<file path="src/rtl/wall_follower_ctrl.sv">
// Wall-following robot controller: tick generator, per-sensor debounce, side-selectable
// follow FSM with registered motor outputs and a rotation watchdog that parks in STUCK.
module wall_follower_ctrl #(
  parameter int unsigned TICK_DIV = 4,
  parameter int unsigned DEBOUNCE = 3,
  parameter int unsigned ROT_MAX  = 8,
  parameter int unsigned CNT_W    = 8
) (
  input  logic       Clock,
  input  logic       Resetn,
  input  logic       Enable,
  input  logic       Head,
  input  logic       Left,
  input  logic       Right,
  input  logic       WallSide,
  input  logic       ClearStuck,
  output logic       Front,
  output logic       Rotate,
  output logic       RotDir,
  output logic       Stuck,
  output logic [1:0] State,
  output logic       Tick
);

  localparam int unsigned TickW = (TICK_DIV > 1) ? $clog2(TICK_DIV) : 1;
  localparam logic [TickW-1:0] TickLast = TickW'(TICK_DIV - 1);
  localparam logic [CNT_W-1:0] DebLim   = CNT_W'(DEBOUNCE);
  localparam logic [CNT_W-1:0] RotLim   = CNT_W'(ROT_MAX);

  localparam logic [1:0] StSearch = 2'b00;
  localparam logic [1:0] StFollow = 2'b01;
  localparam logic [1:0] StRotate = 2'b10;
  localparam logic [1:0] StStuck  = 2'b11;

  logic [TickW-1:0]            tick_cnt_q, tick_cnt_d;
  logic                        tick;
  logic [2:0]                  raw;
  logic [2:0]                  filt_q, filt_d;
  logic [2:0][CNT_W-1:0]       deb_cnt_q, deb_cnt_d;
  logic                        ws_q, ws_d;
  logic [1:0]                  state_q, state_d;
  logic                        front_q, front_d;
  logic                        rotate_q, rotate_d;
  logic                        rot_dir_q, rot_dir_d;
  logic [CNT_W-1:0]            rot_cnt_q, rot_cnt_d;
  logic [CNT_W-1:0]            rot_inc;
  logic                        h, s, away, toward;

  assign tick = Enable && (tick_cnt_q == TickLast);

  always_comb begin
    tick_cnt_d = tick_cnt_q;
    if (Enable) begin
      tick_cnt_d = tick ? '0 : tick_cnt_q + TickW'(1);
    end
  end

  // Bit 0 = Left, 1 = Right, 2 = Head.
  assign raw = {Head, Right, Left};

  always_comb begin
    filt_d    = filt_q;
    deb_cnt_d = deb_cnt_q;
    for (int i = 0; i < 3; i++) begin
      if (tick) begin
        if (raw[i] != filt_q[i]) begin
          if ((deb_cnt_q[i] + CNT_W'(1)) == DebLim) begin
            filt_d[i]    = raw[i];
            deb_cnt_d[i] = '0;
          end else begin
            deb_cnt_d[i] = deb_cnt_q[i] + CNT_W'(1);
          end
        end else begin
          deb_cnt_d[i] = '0;
        end
      end
    end
  end

  // The decision on a tick sees the filter values and side latched on that same tick.
  assign ws_d   = (tick && (state_q == StSearch)) ? WallSide : ws_q;
  assign h      = filt_d[2];
  assign s      = ws_d ? filt_d[1] : filt_d[0];
  assign away   = ~ws_d;
  assign toward = ws_d;
  assign rot_inc = rot_cnt_q + CNT_W'(1);

  always_comb begin
    state_d   = state_q;
    front_d   = front_q;
    rotate_d  = rotate_q;
    rot_dir_d = rot_dir_q;
    rot_cnt_d = rot_cnt_q;
    if ((state_q == StStuck) && ClearStuck) begin
      state_d   = StSearch;
      front_d   = 1'b0;
      rotate_d  = 1'b0;
      rot_cnt_d = '0;
    end else if (!Enable) begin
      front_d  = 1'b0;
      rotate_d = 1'b0;
    end else if (tick) begin
      unique case (state_q)
        StSearch: begin
          if (h) begin
            state_d   = StRotate;
            front_d   = 1'b0;
            rotate_d  = 1'b1;
            rot_dir_d = away;
            rot_cnt_d = '0;
          end else begin
            state_d  = s ? StFollow : StSearch;
            front_d  = 1'b1;
            rotate_d = 1'b0;
          end
        end
        StFollow: begin
          unique case ({h, s})
            2'b01: begin
              front_d  = 1'b1;
              rotate_d = 1'b0;
            end
            2'b00: begin
              state_d   = StSearch;
              front_d   = 1'b0;
              rotate_d  = 1'b1;
              rot_dir_d = toward;
            end
            2'b10: begin
              state_d   = StSearch;
              front_d   = 1'b0;
              rotate_d  = 1'b1;
              rot_dir_d = away;
            end
            default: begin
              state_d   = StRotate;
              front_d   = 1'b0;
              rotate_d  = 1'b1;
              rot_dir_d = away;
              rot_cnt_d = '0;
            end
          endcase
        end
        StRotate: begin
          if ({h, s} == 2'b01) begin
            state_d   = StFollow;
            front_d   = 1'b1;
            rotate_d  = 1'b0;
            rot_cnt_d = '0;
          end else begin
            rot_cnt_d = rot_inc;
            front_d   = 1'b0;
            if (rot_inc == RotLim) begin
              state_d  = StStuck;
              rotate_d = 1'b0;
            end else begin
              rotate_d = 1'b1;
            end
          end
        end
        default: begin
          front_d  = 1'b0;
          rotate_d = 1'b0;
        end
      endcase
    end
  end

  always_ff @(posedge Clock or negedge Resetn) begin
    if (!Resetn) begin
      tick_cnt_q <= '0;
      filt_q     <= '0;
      deb_cnt_q  <= '0;
      ws_q       <= 1'b0;
      state_q    <= StSearch;
      front_q    <= 1'b0;
      rotate_q   <= 1'b0;
      rot_dir_q  <= 1'b0;
      rot_cnt_q  <= '0;
    end else begin
      tick_cnt_q <= tick_cnt_d;
      filt_q     <= filt_d;
      deb_cnt_q  <= deb_cnt_d;
      ws_q       <= ws_d;
      state_q    <= state_d;
      front_q    <= front_d;
      rotate_q   <= rotate_d;
      rot_dir_q  <= rot_dir_d;
      rot_cnt_q  <= rot_cnt_d;
    end
  end

  assign Front  = front_q;
  assign Rotate = rotate_q;
  assign RotDir = rot_dir_q;
  assign Stuck  = (state_q == StStuck);
  assign State  = state_q;
  assign Tick   = tick;

endmodule

</file>
<file path="config.mk">
export PLATFORM = sky130hd
export DESIGN_NAME = wall_follower_ctrl
export DESIGN_NICKNAME = d
export VERILOG_FILES = /design/src/rtl/wall_follower_ctrl.sv
export SDC_FILE = /design/constraint.sdc
export NUM_CORES = 1
export LEC_CHECK = 0
export BUFFER_PORTS_ARGS = -buffer_cell sky130_fd_sc_hd__buf_2
export CORE_UTILIZATION = 65
export CTS_CLUSTER_SIZE = 30
export DETAILED_ROUTE_END_ITERATION = 16
export PLACE_DENSITY = 0.84
export SLEW_MARGIN = 5
export SYNTH_ARGS = -nofsm -noshare
export SYNTH_HDL_FRONTEND = slang
export SYNTH_SLANG_ARGS = --single-unit
</file>
<file path="constraint.sdc">
create_clock -name Clock -period 4.43 [get_ports Clock]
set_clock_uncertainty 0.05 [all_clocks]
set_input_delay 0.443 -clock Clock [delete_from_list [all_inputs] [get_ports Clock]]
set_output_delay 0.443 -clock Clock [all_outputs]
set_load 0.02 [all_outputs]
</file>
== Word level (Yosys, flattened, before mapping) ==
Cells that the tools add are included.
Widths: inputs -> output; s select.

* Bitwise gates (word level): 2
* Reductions and logical operators: 15
* Eq/ne operators: 20
* Multiplexer cells: 51
* Add/subtract/negate cells: 5

{| class="wikitable"
|+ Operators with widths
! cell !! number
|-
| $mux 8 || 12
|-
| $add 8x1->8 const B || 4
|-
| $mux 1 || 25
|-
| $eq 8x2->1 const B || 3
|-
| $pmux 8 s3 || 1
|-
| $mux 2 || 7
|-
| $reduce_and 5->1 || 2
|-
| $eq 2x2->1 const B || 4
|-
| $eq 8x4->1 const B || 1
|-
| $ne 3x3->1 const B || 2
|-
| $pmux 1 s2 || 3
|-
| $pmux 2 s3 || 1
|-
| $reduce_and 6->1 || 1
|-
| $reduce_bool 2->1 || 3
|-
| $eq 2x1->1 const B || 2
|-
| $logic_not 2->1 || 2
|-
| $ne 2x2->1 const B || 2
|-
| $ne 4x4->1 const B || 1
|-
| $pmux 2 s2 || 1
|-
| $reduce_bool 4->1 || 1
|-
| $reduce_or 2->1 || 2
|-
| $logic_and 1x1->1 || 3
|-
| $ne 1x1->1 || 3
|-
| $ne 3x1->1 const B || 1
|-
| 5 further kinds || 6
|}

* Bits in registers: 43
* Output and inout port bits: 7
* Input port bits: 8

== Longest topological paths before layout ==
Gate-level depths: netlist (run 1).

* Depth after elaboration: 13
* Gate-level depth with buffers: 11
* Gate-level depth less buffers: 10

== Worst setup path after synthesis (run 1) ==
Ideal clock, no wire load.

* Kind: reg-to-reg
* Start: register deb_cnt_q[8] in the netlist's numbering
* End: register state_q[1] (netlist: State[1])
* Data arrival time: 2.435 ns
* Library setup time: 0.130 ns
* Setup slack: 1.816 ns
* Required time: 4.250 ns
* Period minus slack after synthesis: 2.614 ns
* Stages on the path, launching flop included: 10
* Cells stage by stage: dfrtp_1 -> ha_1 -> a31o_2 -> a21boi_1 -> o2111ai_2 -> o41a_1 -> a22oi_4 -> a21oi_2 -> a311o_2 -> mux2i_1

* Longest elaborated chain between the ends: 13

{| class="wikitable"
|+ RTL lines
! element !! line !! source
|-
| from (decl) || 39 || <nowiki>logic [2:0][CNT_W-1:0] deb_cnt_q, deb_cnt_d;</nowiki>
|-
| from (signal assigned) || 183 || <nowiki>deb_cnt_q <= deb_cnt_d;</nowiki>
|-
| $add 8x1->8 * || 67 || <nowiki>if ((deb_cnt_q[i] + CNT_W'(1)) == DebLim) begin</nowiki>
|-
| $eq 8x2->1 * || 67 ||
|-
| $mux 1 * || 67 ||
|-
| $mux 1 * || 66 || <nowiki>if (raw[i] != filt_q[i]) begin</nowiki>
|-
| $mux 1 * || 65 || <nowiki>if (tick) begin</nowiki>
|-
| $mux 1 * || 83 || <nowiki>assign s = ws_d ? filt_d[1] : filt_d[0];</nowiki>
|-
| $eq 2x2->1 / $logic_not 2->1 (equally long branches) || 118 || <nowiki>unique case ({h, s})</nowiki>
|-
| $reduce_or 2->1 (no source line) || n/a ||
|-
| $pmux 2 s2 || 118 ||
|-
| $pmux 2 s3 || 103 || <nowiki>unique case (state_q)</nowiki>
|-
| $mux 2 || 102 || <nowiki>end else if (tick) begin</nowiki>
|-
| $mux 2 || 99 || <nowiki>end else if (!Enable) begin</nowiki>
|-
| $mux 2 || 94 || <nowiki>if ((state_q == StStuck) && ClearStuck) begin</nowiki>
|-
| to (signal assigned) || 175 || <nowiki>state_q <= StSearch;</nowiki>
|-
| to (signal assigned) || 185 || <nowiki>state_q <= state_d;</nowiki>
|-
| to (decl) || 41 || <nowiki>logic [1:0] state_q, state_d;</nowiki>
|}

Mark *: on every way between the ends. The rest lies on a longest branch, timed or not. The select of a mux whose other input is x is not followed.
A chain may end at the register's enable or synchronous reset.

== Worst setup path after layout (run 1) ==
* Start: register tick_cnt_q[0]
* End: register rot_cnt_q[3]

* Longest elaborated chain between the ends: 11

{| class="wikitable"
|+ RTL lines
! element !! line !! source
|-
| from (decl) || 35 || <nowiki>logic [TickW-1:0] tick_cnt_q, tick_cnt_d;</nowiki>
|-
| from (signal assigned) || 181 || <nowiki>tick_cnt_q <= tick_cnt_d;</nowiki>
|-
| $eq 2x2->1 * || 49 || <nowiki>assign tick = Enable && (tick_cnt_q == TickLast);</nowiki>
|-
| $logic_and 1x1->1 * || 49 ||
|-
| $logic_and 1x1->1 * || 81 || <nowiki>assign ws_d = (tick && (state_q == StSearch)) ? WallSide : ws_q;</nowiki>
|-
| $mux 1 * || 81 ||
|-
| via toward || 47 || <nowiki>logic h, s, away, toward;</nowiki>
|-
| $mux 1 * || 83 ||
|-
| $eq 2x1->1 || 118, 145 ||
|-
| $mux 8 || 145 || <nowiki>if ({h, s} == 2'b01) begin</nowiki>
|-
| $pmux 8 s3 || 103 ||
|-
| $mux 8 || 102 ||
|-
| $mux 8 || 99 ||
|-
| $mux 8 || 94 ||
|-
| to (signal assigned) || 189 || <nowiki>rot_cnt_q <= rot_cnt_d;</nowiki>
|-
| to (decl) || 45 || <nowiki>logic [CNT_W-1:0] rot_cnt_q, rot_cnt_d;</nowiki>
|}

Mark *: on every way through the listed nets, which the timed path passes. The rest lies on a longest branch. The select of a mux whose other input is x is not followed.

==> run_results.csv, run 1 <==
group,metric,value,unit
routing,vias_per_cell,6.21,
floorplanning,io-pin-count,15,
timing,relSlewSlack,37.3,%
timing,post-route-min-period,3.19,ns
clocking,postCtsSetupBuffers,0,
synthesis,synth_warnings,0,
clocking,cts_max_path_buffers,2,
finish,drive_gt1_share,13.5,%
synthesis,mappedNetlistArea,2760,µm²
pwr,power_leakage,1.29,nW
routing,drt_wl_total,5580,µm
timing,rsz0062_at_grt,"false",
clocking,tritoncts,"yes",
synthesis,async_flop_share,100,%
clocking,cts_resized,0,
timing,worst_pin_slew,0.940,ns
pwr,power,0.00138,W
synthesis,syn_inst,311,
routing,drt_iter0_drc,219,
synthesis,synth-main-ff-cell,"dfrtp_1",
clocking,clk_latency,0.30,ns
routing,ant_nets,0,
floorplanning,row_count,23,
clocking,cts_root_buffer,"clkbuf_8",
floorplanning,fp.dieH,67.1,µm
synthesis,ys_top_cells_by_area,"dfrtp_1 39%, nand2_1 6.5%, o21ai_0 5.6%",
routing,dr.pass1.iters,4,
timing,setup_tns,0,ns
timing,finalSetupViolations,0,
run,cap_violations,0,
critical_path,critPathKind,"flip-flop to flip-flop",
critical_path,cp.required,4.57,ns
timing,layout_setup_ws,1.24,ns
clocking,clock-sinks,43,
synthesis,yosys.area.top_type,"dfrtp_1",
grt,grt_remaining_overflow,0,
timing,hold_viol,0,
pwr,ir_drop,0.359,mV
timing,fmax,314,MHz
pwr,power_density,470,nW/µm²
place,hpwl,3960,µm
routing,drcViolationCount,0,
synthesis,synth_commonest_cells,"48 x nand2_1, 43 x dfrtp_1, 31 x o21ai_0, 15 x nand3_1",
floorplanning,core-area,4030,µm²
routing,wl_per_cell,14.9,µm
routing,vias,2330,
clocking,ctsHoldBuffers,0,
synthesis,synth-seq-cells,43,
grt,grt_max_degree,44,
grt,grt_pass1_vias,2147,
place,gp_congestion,0.815,
clocking,h-tree-depth,2,
finish,nets,344,
finish,n_antenna_cell,0,
timing,finalCritPeriodShare,72.0,%
synthesis,seq_area_frac_synth,39.1,%
grt,grt_usage,28.6,%
place,place_ws,1.28,ns
floorplanning,die_area,4500,µm²
timing,whs,0.222,ns
status,status,"finished clean",
grt,grt_pass1_wl,9690,µm
critical_path,cp.arrival,3.33,ns
hold_path,hold_class,"primary input to async pin",
timing,slew_viol_final,0,
floorplanning,start_util,68.4,%
place,portBuffers,14,
finish,syn_to_final_growth,6.63,%
synthesis,synth_nets,331,
floorplanning,die_width,67.1,µm
critical_path,start_kind,"flip-flop",
synthesis,syn_area_per_cell,8.86,µm²
grt,antenna_found_initial,0,
critical_path,end_kind,"flip-flop",
synthesis,synth.most_common_cell,"nand2_1",
clocking,cts.clk_slew.worst_paths,0.09,ns
synthesis,synth_enable_flop_cells,0,
clocking,cts_made_buffers,5,
synthesis,synth.distinct_cells,62,
synthesis,synth_top_cell_area_share,39.1,%
critical_path,cp_max_fo,21,
report_power, final:
part           internal [W]  total, W  switching, W  leakage [nW]
sequential         0.000468  0.000554     0.0000861         0.575
combinational      0.000220  0.000585      0.000365         0.668
clock              0.000108  0.000243      0.000135        0.0477
path summary, 6_finish.rpt:
kind                       depth (start not counted)                        end                 startpoint  slack, ns
setup / recovery                                  11   rot_cnt_q[3]$_DFFE_PN0P_  tick_cnt_q[0]$_DFFE_PN0P_       1.24
hold / removal                                     1  deb_cnt_q[10]$_DFFE_PN0P_                     Resetn       0.22
setup reg to reg                                  11   rot_cnt_q[3]$_DFFE_PN0P_  tick_cnt_q[0]$_DFFE_PN0P_       1.24
hold reg to reg                                    1  tick_cnt_q[0]$_DFFE_PN0P_  tick_cnt_q[0]$_DFFE_PN0P_       0.45
max in group asynchronous                          1   rot_cnt_q[5]$_DFFE_PN0P_                     Resetn       3.50
min in group Clock                                 2  tick_cnt_q[0]$_DFFE_PN0P_                     Enable       0.33
placed cells by master (no fill, tap or decap), types with 3 or more instances in the layout:
| cell | count |
|---|---|
| and3_1 | 7 |
| nor3_1 | 10 |
| nand4_1 | 4 |
| xor2_1 | 6 |
| nand3_1 | 15 |
| mux2i_1 | 7 |
| a21o_1 | 3 |
| clkinv_2 | 3 |
| nand2_1 | 48 |
| buf_2 | 14 |
| nand2b_1 | 6 |
| clkbuf_8 | 5 |
| inv_1 | 14 |
| mux2_2 | 3 |
| nor2_1 | 12 |
| xnor2_1 | 6 |
| o41ai_1 | 4 |
| a21oi_1 | 14 |
| o31ai_1 | 7 |
| o21ai_0 | 31 |
| ha_1 | 12 |
| dfrtp_1 | 43 |
critical path, cell delays in order, from the launching register on:
cell	delay [ns]
dfrtp_1	0.40
ha_1	0.22
nand2_1	0.07
buf_4	0.25
inv_1	0.08
nand2_1	0.09
mux2_2	0.38
a41oi_1	0.28
a22oi_4	0.17
a22oi_2	0.58
nor2_2	0.15
a2111oi_2	0.35
logic make-up (layout without fill, tap and decap cells):
| family | count (synthesis) | after routing | synth area share, % |
|---|---|---|---|
| and+or+nand+nor | 119 | 119 | 21.2 |
| AOI/OAI and AO/OA | 91 | 91 | 23.1 |
| DFF | 43 | 43 | 39.1 |
| buffers and inverters | 24 | 38 | 3.68 |
| adders and majority gates | 12 | 12 | 5.45 |
| xor gates and xnor gates | 12 | 12 | 3.81 |
| muxes | 10 | 10 | 3.77 |
stage by stage:
stage	util (%)	instance area, µm²	instances
after CTS	72.9	2940	375
final	72.9	2940	375
after global placement	70.8	2850	367
after floorplan	-	2760	311
after global routing	72.9	2940	375
after detailed placement	70.8	2850	367
registers in the layout (all words and copies together), names as in the netlist:
register and count:
deb_cnt_q 24, filt_q 3, ws_q 1, State 2
tick_cnt_q 2, rot_cnt_q 8, RotDir 1, Rotate 1
Front 1
area by class of cell:
class	instances	area, µm²
tap	50	62.6
timing repair buffer	16	85.1
inverter	14	52.6
fill	308	1090
multi-input combinational	244	1580
clock inverter	3	15.0
sequential	43	1080
clock buffer	5	68.8
routing by layer:
layer / routed length [µm] / global-route usage, % / vias to the layer above
met4: 86 / 9.04 / 0
met5: 0 / 0 / -
met1: 2590 / 39.0 / 1104
met2: 2620 / 45.5 / 59
met3: 277 / 5.65 / 9
li1: - / - / 1158
No activity file was read; power rests on OpenSTA's default activity.
==> run 2, diff against run 1 <==
- ABC_AREA: not set -> 1
- CORE_UTILIZATION: 65 -> 61
- PLACE_DENSITY: 0.84 -> 0.8
- clock period: 4.43 -> 3.3 ns (I/O delays scaled with it)
==> run_results.csv, run 2 <==
group,metric,value,unit
synthesis,synth_warnings,0,
synthesis,syn_area_per_cell,7.22,µm²
status,status,"finished clean",
routing,vias_per_cell,5.39,
timing,rsz0062_at_grt,"false",
run,cap_violations,0,
routing,ant_nets,0,
floorplanning,core-area,4350,µm²
synthesis,synth-main-ff-cell,"dfrtp_1",
finish,layout_common_cells,"113 x nand2_1, 58 x inv_1, 43 x dfrtp_1",
timing,finalCritPeriodShare,74.1,%
finish,largest_register_ffs,24,
finish,syn_to_final_growth,7.92,%
place,placed_cells,446,
place,place_ws,0.870,ns
timing,slew_viol_final,0,
hold_path,hold_class,"primary input to async pin",
floorplanning,die_width,69.5,µm
clocking,postCtsSetupBuffers,0,
timing,relSlewSlack,35.8,%
synthesis,mappedNetlistArea,2780,µm²
clocking,cts_root_buffer,"clkbuf_8",
critical_path,cp.arrival,2.58,ns
routing,wl_per_cell,12.2,µm
pwr,swShare,44.0,%
synthesis,synth_enable_flop_cells,0,
pwr,ir_drop,0.478,mV
grt,grt_max_degree,44,
floorplanning,fp.dieH,69.5,µm
routing,dr.pass1.iters,4,
clocking,cts_made_buffers,5,
critical_path,start_kind,"flip-flop",
critical_path,r2r_end,"State[1]$_DFFE_PN0P_",
pwr,power_density,744,nW/µm²
critical_path,cp.required,3.44,ns
finish,seq_area,1080,µm²
clocking,cts.clk_slew.worst_paths,0.09,ns
pwr,clockPowerShare,18.6,%
critical_path,crit_path_frequent_cell,"nand2_1",
routing,vias,2447,
clocking,clk_latency,0.30,ns
finish,drive_gt1_share,10.9,%
synthesis,ys_top_cells_by_area,"dfrtp_1 39%, nand2_1 15%, inv_1 7.8%",
place,hpwl,3980,µm
timing,fmax,409,MHz
pwr,pwr-share-comb,42.2,%
clocking,h-tree-depth,2,
timing,worst_pin_slew,0.963,ns
critical_path,critPathLaunch,"tick_cnt_q[0]$_DFFE_PN0P_",
routing,drcViolationCount,0,
timing,hold_viol,0,
grt,grt_usage,25.4,%
routing,drt_wl_total,5520,µm
synthesis,synth_commonest_cells,"113 x nand2_1, 58 x inv_1, 43 x dfrtp_1, 37 x nand3_1, 34 x nor2_1",
finish,layout_commonest_cell,"nand2_1",
critical_path,worst-r2r-cell-count,15,
grt,grt_pass1_wl,9900,µm
critical_path,critPathKind,"flip-flop to flip-flop",
clocking,cts_max_path_buffers,2,
synthesis,synth_top_cell_area_share,38.7,%
place,place_area,2890,µm²
critical_path,worst_path_largest_cell_delay,0.40,ns
finish,fin_area,3000,µm²
synthesis,seq_area_frac_synth,38.7,%
timing,setup_tns,0,ns
synthesis,muxShareOfSynthArea,0.405,%
critical_path,r2r_slack,0.85,ns
clocking,clock-sinks,43,
floorplanning,start_util,63.9,%
pwr,power_leakage,1.56,nW
floorplanning,die_area,4830,µm²
finish,multi_input_area,1450,µm²
finish,final.fill_count,386,
grt,grt_remaining_overflow,0,
synthesis,synth_compound_area_share,9.09,%
synthesis,async_flop_share,100,%
timing,layout_setup_ws,0.854,ns
place,portBuffers,14,
clocking,cts_resized,0,
critical_path,r2r_start,"tick_cnt_q[0]$_DFFE_PN0P_",
finish,n_antenna_cell,0,
synthesis,synth_top_family_by_area,"simple AND/OR/NAND/NOR gates",
grt,antenna_found_initial,0,
critical_path,slowest_stage,"dfrtp_1",
critical_path,end_kind,"flip-flop",
clocking,tritoncts,"yes",
critical_path,crit_chain,"ha_1, nand2_2, clkinv_2, nand2_1, nand2_1, o21ai_0, inv_1, nand3_1, nand2_1, nand2_1, nand3_1, nand2_2, inv_1, nand2_1, nand2_1",
pwr,p_int,0.00125,W
synthesis,syn_inst,385,
floorplanning,io-pin-count,15,
synthesis,synth.most_common_cell,"nand2_1",
synthesis,synth_simple_gate_area_share,34.3,%
synthesis,synth-xor-area-share,2.84,%
critical_path,cp_max_fo,14,
timing,post-route-min-period,2.45,ns
finish,regMostFlops,"deb_cnt_q",
synthesis,yosys.area.top_type,"dfrtp_1",
floorplanning,row_count,24,
synthesis,synthAdderAreaFrac,5.40,%
synthesis,synth_nets,405,
finish,fin_cells,454,
place,gp_congestion,0.854,
finish,nets,421,
synthesis,synth-seq-cells,43,
routing,drt_iter0_drc,148,
clocking,ctsHoldBuffers,0,
pwr,p_switching,0.000983,W
grt,grt_pass1_vias,2347,
finish,top_regs,"deb_cnt_q (24), rot_cnt_q (8), filt_q (3)",
timing,finalSetupViolations,0,
synthesis,synth.distinct_cells,32,
critical_path,endpoint,"State[1]$_DFFE_PN0P_",
pwr,power_frac_seq,39.2,%
## run 2: how the worst min path moves through the flow
stage / startpoint / to / slack [ns] / cells after the start
after CTS: Resetn / deb_cnt_q[13]$_DFFE_PN0P_ / 0.16 / 1
after floorplan: Resetn / Front$_DFFE_PN0P_ / -0.02 / 0
final: Resetn / deb_cnt_q[13]$_DFFE_PN0P_ / 0.12 / 1
after global placement: tick_cnt_q[0]$_DFFE_PN0P_ / tick_cnt_q[0]$_DFFE_PN0P_ / 0.41 / 1
after detailed placement: Rotate$_DFFE_PN0P_ / Rotate$_DFFE_PN0P_ / 0.42 / 2
after global routing: Resetn / deb_cnt_q[13]$_DFFE_PN0P_ / 0.21 / 1
## run 2: area by class of cell
cell class / instances / share of cell area, %
Inverter: 59 / 7.42
Clock inverter: 3 / 1.46
Timing Repair Buffer: 15 / 2.59
Multi-Input combinational cell: 277 / 48.2
Clock buffer: 5 / 2.29
Sequential cell: 43 / 35.9
Tap cell: 52 / 2.17
## run 2: cells by family (layout without fill, tap and decap cells)
kind of cell | after synthesis | after routing
xor gates and xnor gates | 9 | 9
muxes | 1 | 1
AOI/OAI and AO/OA | 42 | 42
adders and majority gates | 12 | 12
buffers and inverters | 65 | 82
DFF | 43 | 43
and+or+nand+nor | 213 | 213
## run 2: routing by layer
layer  GRT usage, %  part of all wire, %  up-vias
li1               -                    -     1254
met1           31.9                   47     1125
met4           8.84                 0.89        0
met3           5.52                  4.4        6
met2           43.3                   48       62
met5              0                    0        -
## run 2: power by group through the flow
stage	clock, W	combinational, W	sequential, W
after detailed placement	0	0.000932	0.000880
after CTS	0.000428	0.000941	0.000872
after global placement	0	0.000911	0.000872
after global routing	0.000445	0.00108	0.000900
after floorplan	0	0.000730	0.000862
final	0.000415	0.000942	0.000875
## run 2: metrics by stage
step | utilization, % | hold WS, ns | power (W)
floorplan | - | -0.0156 | 0.00159
global placement | 66.3 | 0.410 | 0.00178
detailed placement | 66.3 | 0.417 | 0.00181
CTS | 68.9 | 0.157 | 0.00224
global route | 68.9 | 0.206 | 0.00242
finish | 68.9 | 0.123 | 0.00223
## run 2: critical path, delay by kind of cell, from the launching register on
family | cells | cell delay (ns)
compound gates | 1 | 0.13
fa+ha+maj | 1 | 0.22
buf+inv | 3 | 0.42
flops | 1 | 0.40
simple gates | 10 | 1.09
==> run 3, diff against run 2 <==
- CORE_UTILIZATION: 61 -> 55
- PLACE_DENSITY: 0.8 -> 0.76
- clock period: 3.3 -> 2.05 ns (I/O delays scaled with it)
==> run_results.csv, run 3 (synthesized netlist as in run 2, its figures left out) <==
group,metric,value,unit
hold_path,worstHoldEndpoint,"tick_cnt_q[0]$_DFFE_PN0P_",
critical_path,start_kind,"flip-flop",
hold_path,hold_class,"primary input to flip-flop",
routing,vias,2569,
pwr,clockPowerShare,13.3,%
grt,grt_pass1_wl,9910,µm
finish,nets,453,
timing,layout_setup_ws,-0.137,ns
critical_path,worst_path_largest_cell_delay,0.44,ns
finish,utilization,71.7,%
critical_path,r2r_end,"rot_cnt_q[3]$_DFFE_PN0P_",
place,gp_congestion,0.839,
finish,syn_to_final_growth,23.5,%
clocking,tritoncts,"yes",
grt,antenna_found_initial,0,
grt,grt_max_degree,35,
routing,ant_nets,0,
timing,finalCritPeriodShare,107,%
finish,final.fill_count,381,
critical_path,cp_max_fo,8,
finish,layout_commonest_cell,"nand2_1",
grt,grt_pass1_vias,2402,
finish,drive_gt1_share,28.1,%
grt,grt_remaining_overflow,0,
critical_path,critPathKind,"flip-flop to flip-flop",
clocking,clk_latency,0.30,ns
place,place_ws,-0.103,ns
pwr,power_density,1160,nW/µm²
status,violations,"negative setup slack",
timing,hold_viol,0,
timing,finalSetupViolations,12,
floorplanning,row_count,25,
critical_path,cp.required,2.24,ns
finish,top_regs,"deb_cnt_q (24), rot_cnt_q (8), filt_q (3)",
routing,drcViolationCount,0,
critical_path,worst-r2r-cell-count,17,
timing,post-route-min-period,2.19,ns
pwr,p_int,0.00223,W
clocking,clock-sinks,43,
place,hpwl,4210,µm
finish,layout_common_cells,"103 x nand2_1, 51 x inv_1, 40 x dfrtp_1",
pwr,swShare,44.2,%
run,cap_violations,0,
routing,dr.pass1.iters,4,
hold_path,hold_path_depth,2,
pwr,power,0.00400,W
finish,largest_register_ffs,24,
pwr,p_switching,0.00177,W
floorplanning,fp.dieH,73.1,µm
clocking,cts_max_path_buffers,2,
status,status,"finished, violations left",
pwr,pwr-share-comb,51.3,%
floorplanning,die_width,73.1,µm
critical_path,end_kind,"flip-flop",
critical_path,slowest_stage,"dfrtp_1",
clocking,cts.clk_slew.worst_paths,0.08,ns
timing,fmax,457,MHz
pwr,power_leakage,1.71,nW
timing,slew_viol_final,0,
clocking,cts_root_buffer,"clkbuf_8",
grt,grt_usage,24.0,%
routing,wl_per_cell,12.2,µm
floorplanning,die_area,5340,µm²
hold_path,min-delay-start,"Enable",
pwr,ir_drop,0.738,mV
critical_path,crit_chain,"ha_4, nand2_2, inv_2, nor2_1, nor2_1, nand3_2, nor2_4, nand3_2, nand2_2, nand2_1, nand2_1, nand2_2, nand2_4, nand2_4, nor2_8, nand3_2, nand2_1",
finish,n_antenna_cell,0,
clocking,cts_made_buffers,5,
timing,rsz0062_at_grt,"true",
finish,regMostFlops,"deb_cnt_q",
floorplanning,start_util,58.1,%
routing,drt_iter0_drc,148,
routing,vias_per_cell,5.13,
floorplanning,io-pin-count,15,
timing,relSlewSlack,48.2,%
floorplanning,core-area,4790,µm²
timing,worst_pin_slew,0.778,ns
clocking,h-tree-depth,2,
critical_path,cp.arrival,2.38,ns
critical_path,r2r_slack,-0.14,ns
pwr,power_frac_seq,35.4,%
critical_path,r2r_start,"deb_cnt_q[8]$_DFFE_PN0P_",
place,portBuffers,14,
routing,drt_wl_total,6120,µm
run 3: worst max path at each step:
stage,slack (ns),start,end,cells after the start
2_1_floorplan,0.10,State[0]$_DFFE_PN0P_,State[1]$_DFFE_PN0P_,13
3_3_place_gp,-0.05,deb_cnt_q[17]$_DFFE_PN0P_,State[1]$_DFFE_PN0P_,16
3_5_place_dp,-0.10,deb_cnt_q[8]$_DFFE_PN0P_,rot_cnt_q[4]$_DFFE_PN0P_,14
4_1_cts,-0.06,deb_cnt_q[17]$_DFFE_PN0P_,Front$_DFFE_PN0P_,15
5_1_grt,-0.32,deb_cnt_q[17]$_DFFE_PN0P_,State[1]$_DFFE_PN0P_,14
6_report,-0.14,deb_cnt_q[8]$_DFFE_PN0P_,rot_cnt_q[3]$_DFFE_PN0P_,17
run 3: critical path, delay by kind of cell, from the launching register on:
family                     cells  cell delay, ns
buffers and inverters          1            0.06
adders and majority gates      1            0.21
and+or+nand+nor               15            1.36
DFF                            1            0.44
run 3: metrics by stage:
step / cells / hold WS, ns / TNS (ns) / instance area, µm²
2_1_floorplan: 385 / -0.141 / 0 / 2780
3_3_place_gp: 485 / 0.276 / -0.458 / 3090
3_5_place_dp: 485 / 0.285 / -1.02 / 3090
4_1_cts: 494 / 0.0888 / -0.606 / 3220
5_1_grt: 501 / 0.101 / -3.56 / 3430
6_report: 501 / 0.0956 / -1.33 / 3430
run 3: area by class of cell:
cell class | instances | area [µm²] | area share (%)
multi-input cells | 277 | 1630 | 47.6
clock buffers | 7 | 76.3 | 2.22
inverters | 59 | 223 | 6.49
clock inverters | 1 | 5.00 | 0.146
well taps | 67 | 83.8 | 2.44
flip-flops and latches | 43 | 1080 | 31.5
repair buffers | 47 | 332 | 9.66
run 3: power by group through the flow:
stage | Combinational, W | Clock, W | Sequential [W]
after floorplan | 0.00118 | 0 | 0.00139
after global placement | 0.00175 | 0 | 0.00136
after detailed placement | 0.00178 | 0 | 0.00137
after CTS | 0.00183 | 0.000553 | 0.00136
after global routing | 0.00229 | 0.000581 | 0.00146
final | 0.00205 | 0.000531 | 0.00142
run 3: what timing repair did:
action | 4_1_cts | 5_1_grt
setup endpoints to repair | 13 | 13
hold buffers | 1 | 0
hold endpoints to repair | 32 | 0
resized for setup | 11 | 51
pin swaps | 2 | 21
setup buffers | 0 | 7
run 3: layer usage:
metal / GRT usage [%] / vias to the layer above / share of wire [%]
li1: - / 1319 / -
met1: 29.5 / 1203 / 45
met3: 4.28 / 6 / 3.0
met5: 0 / - / 0
met4: 9.59 / 0 / 1.2
met2: 41.6 / 41 / 51
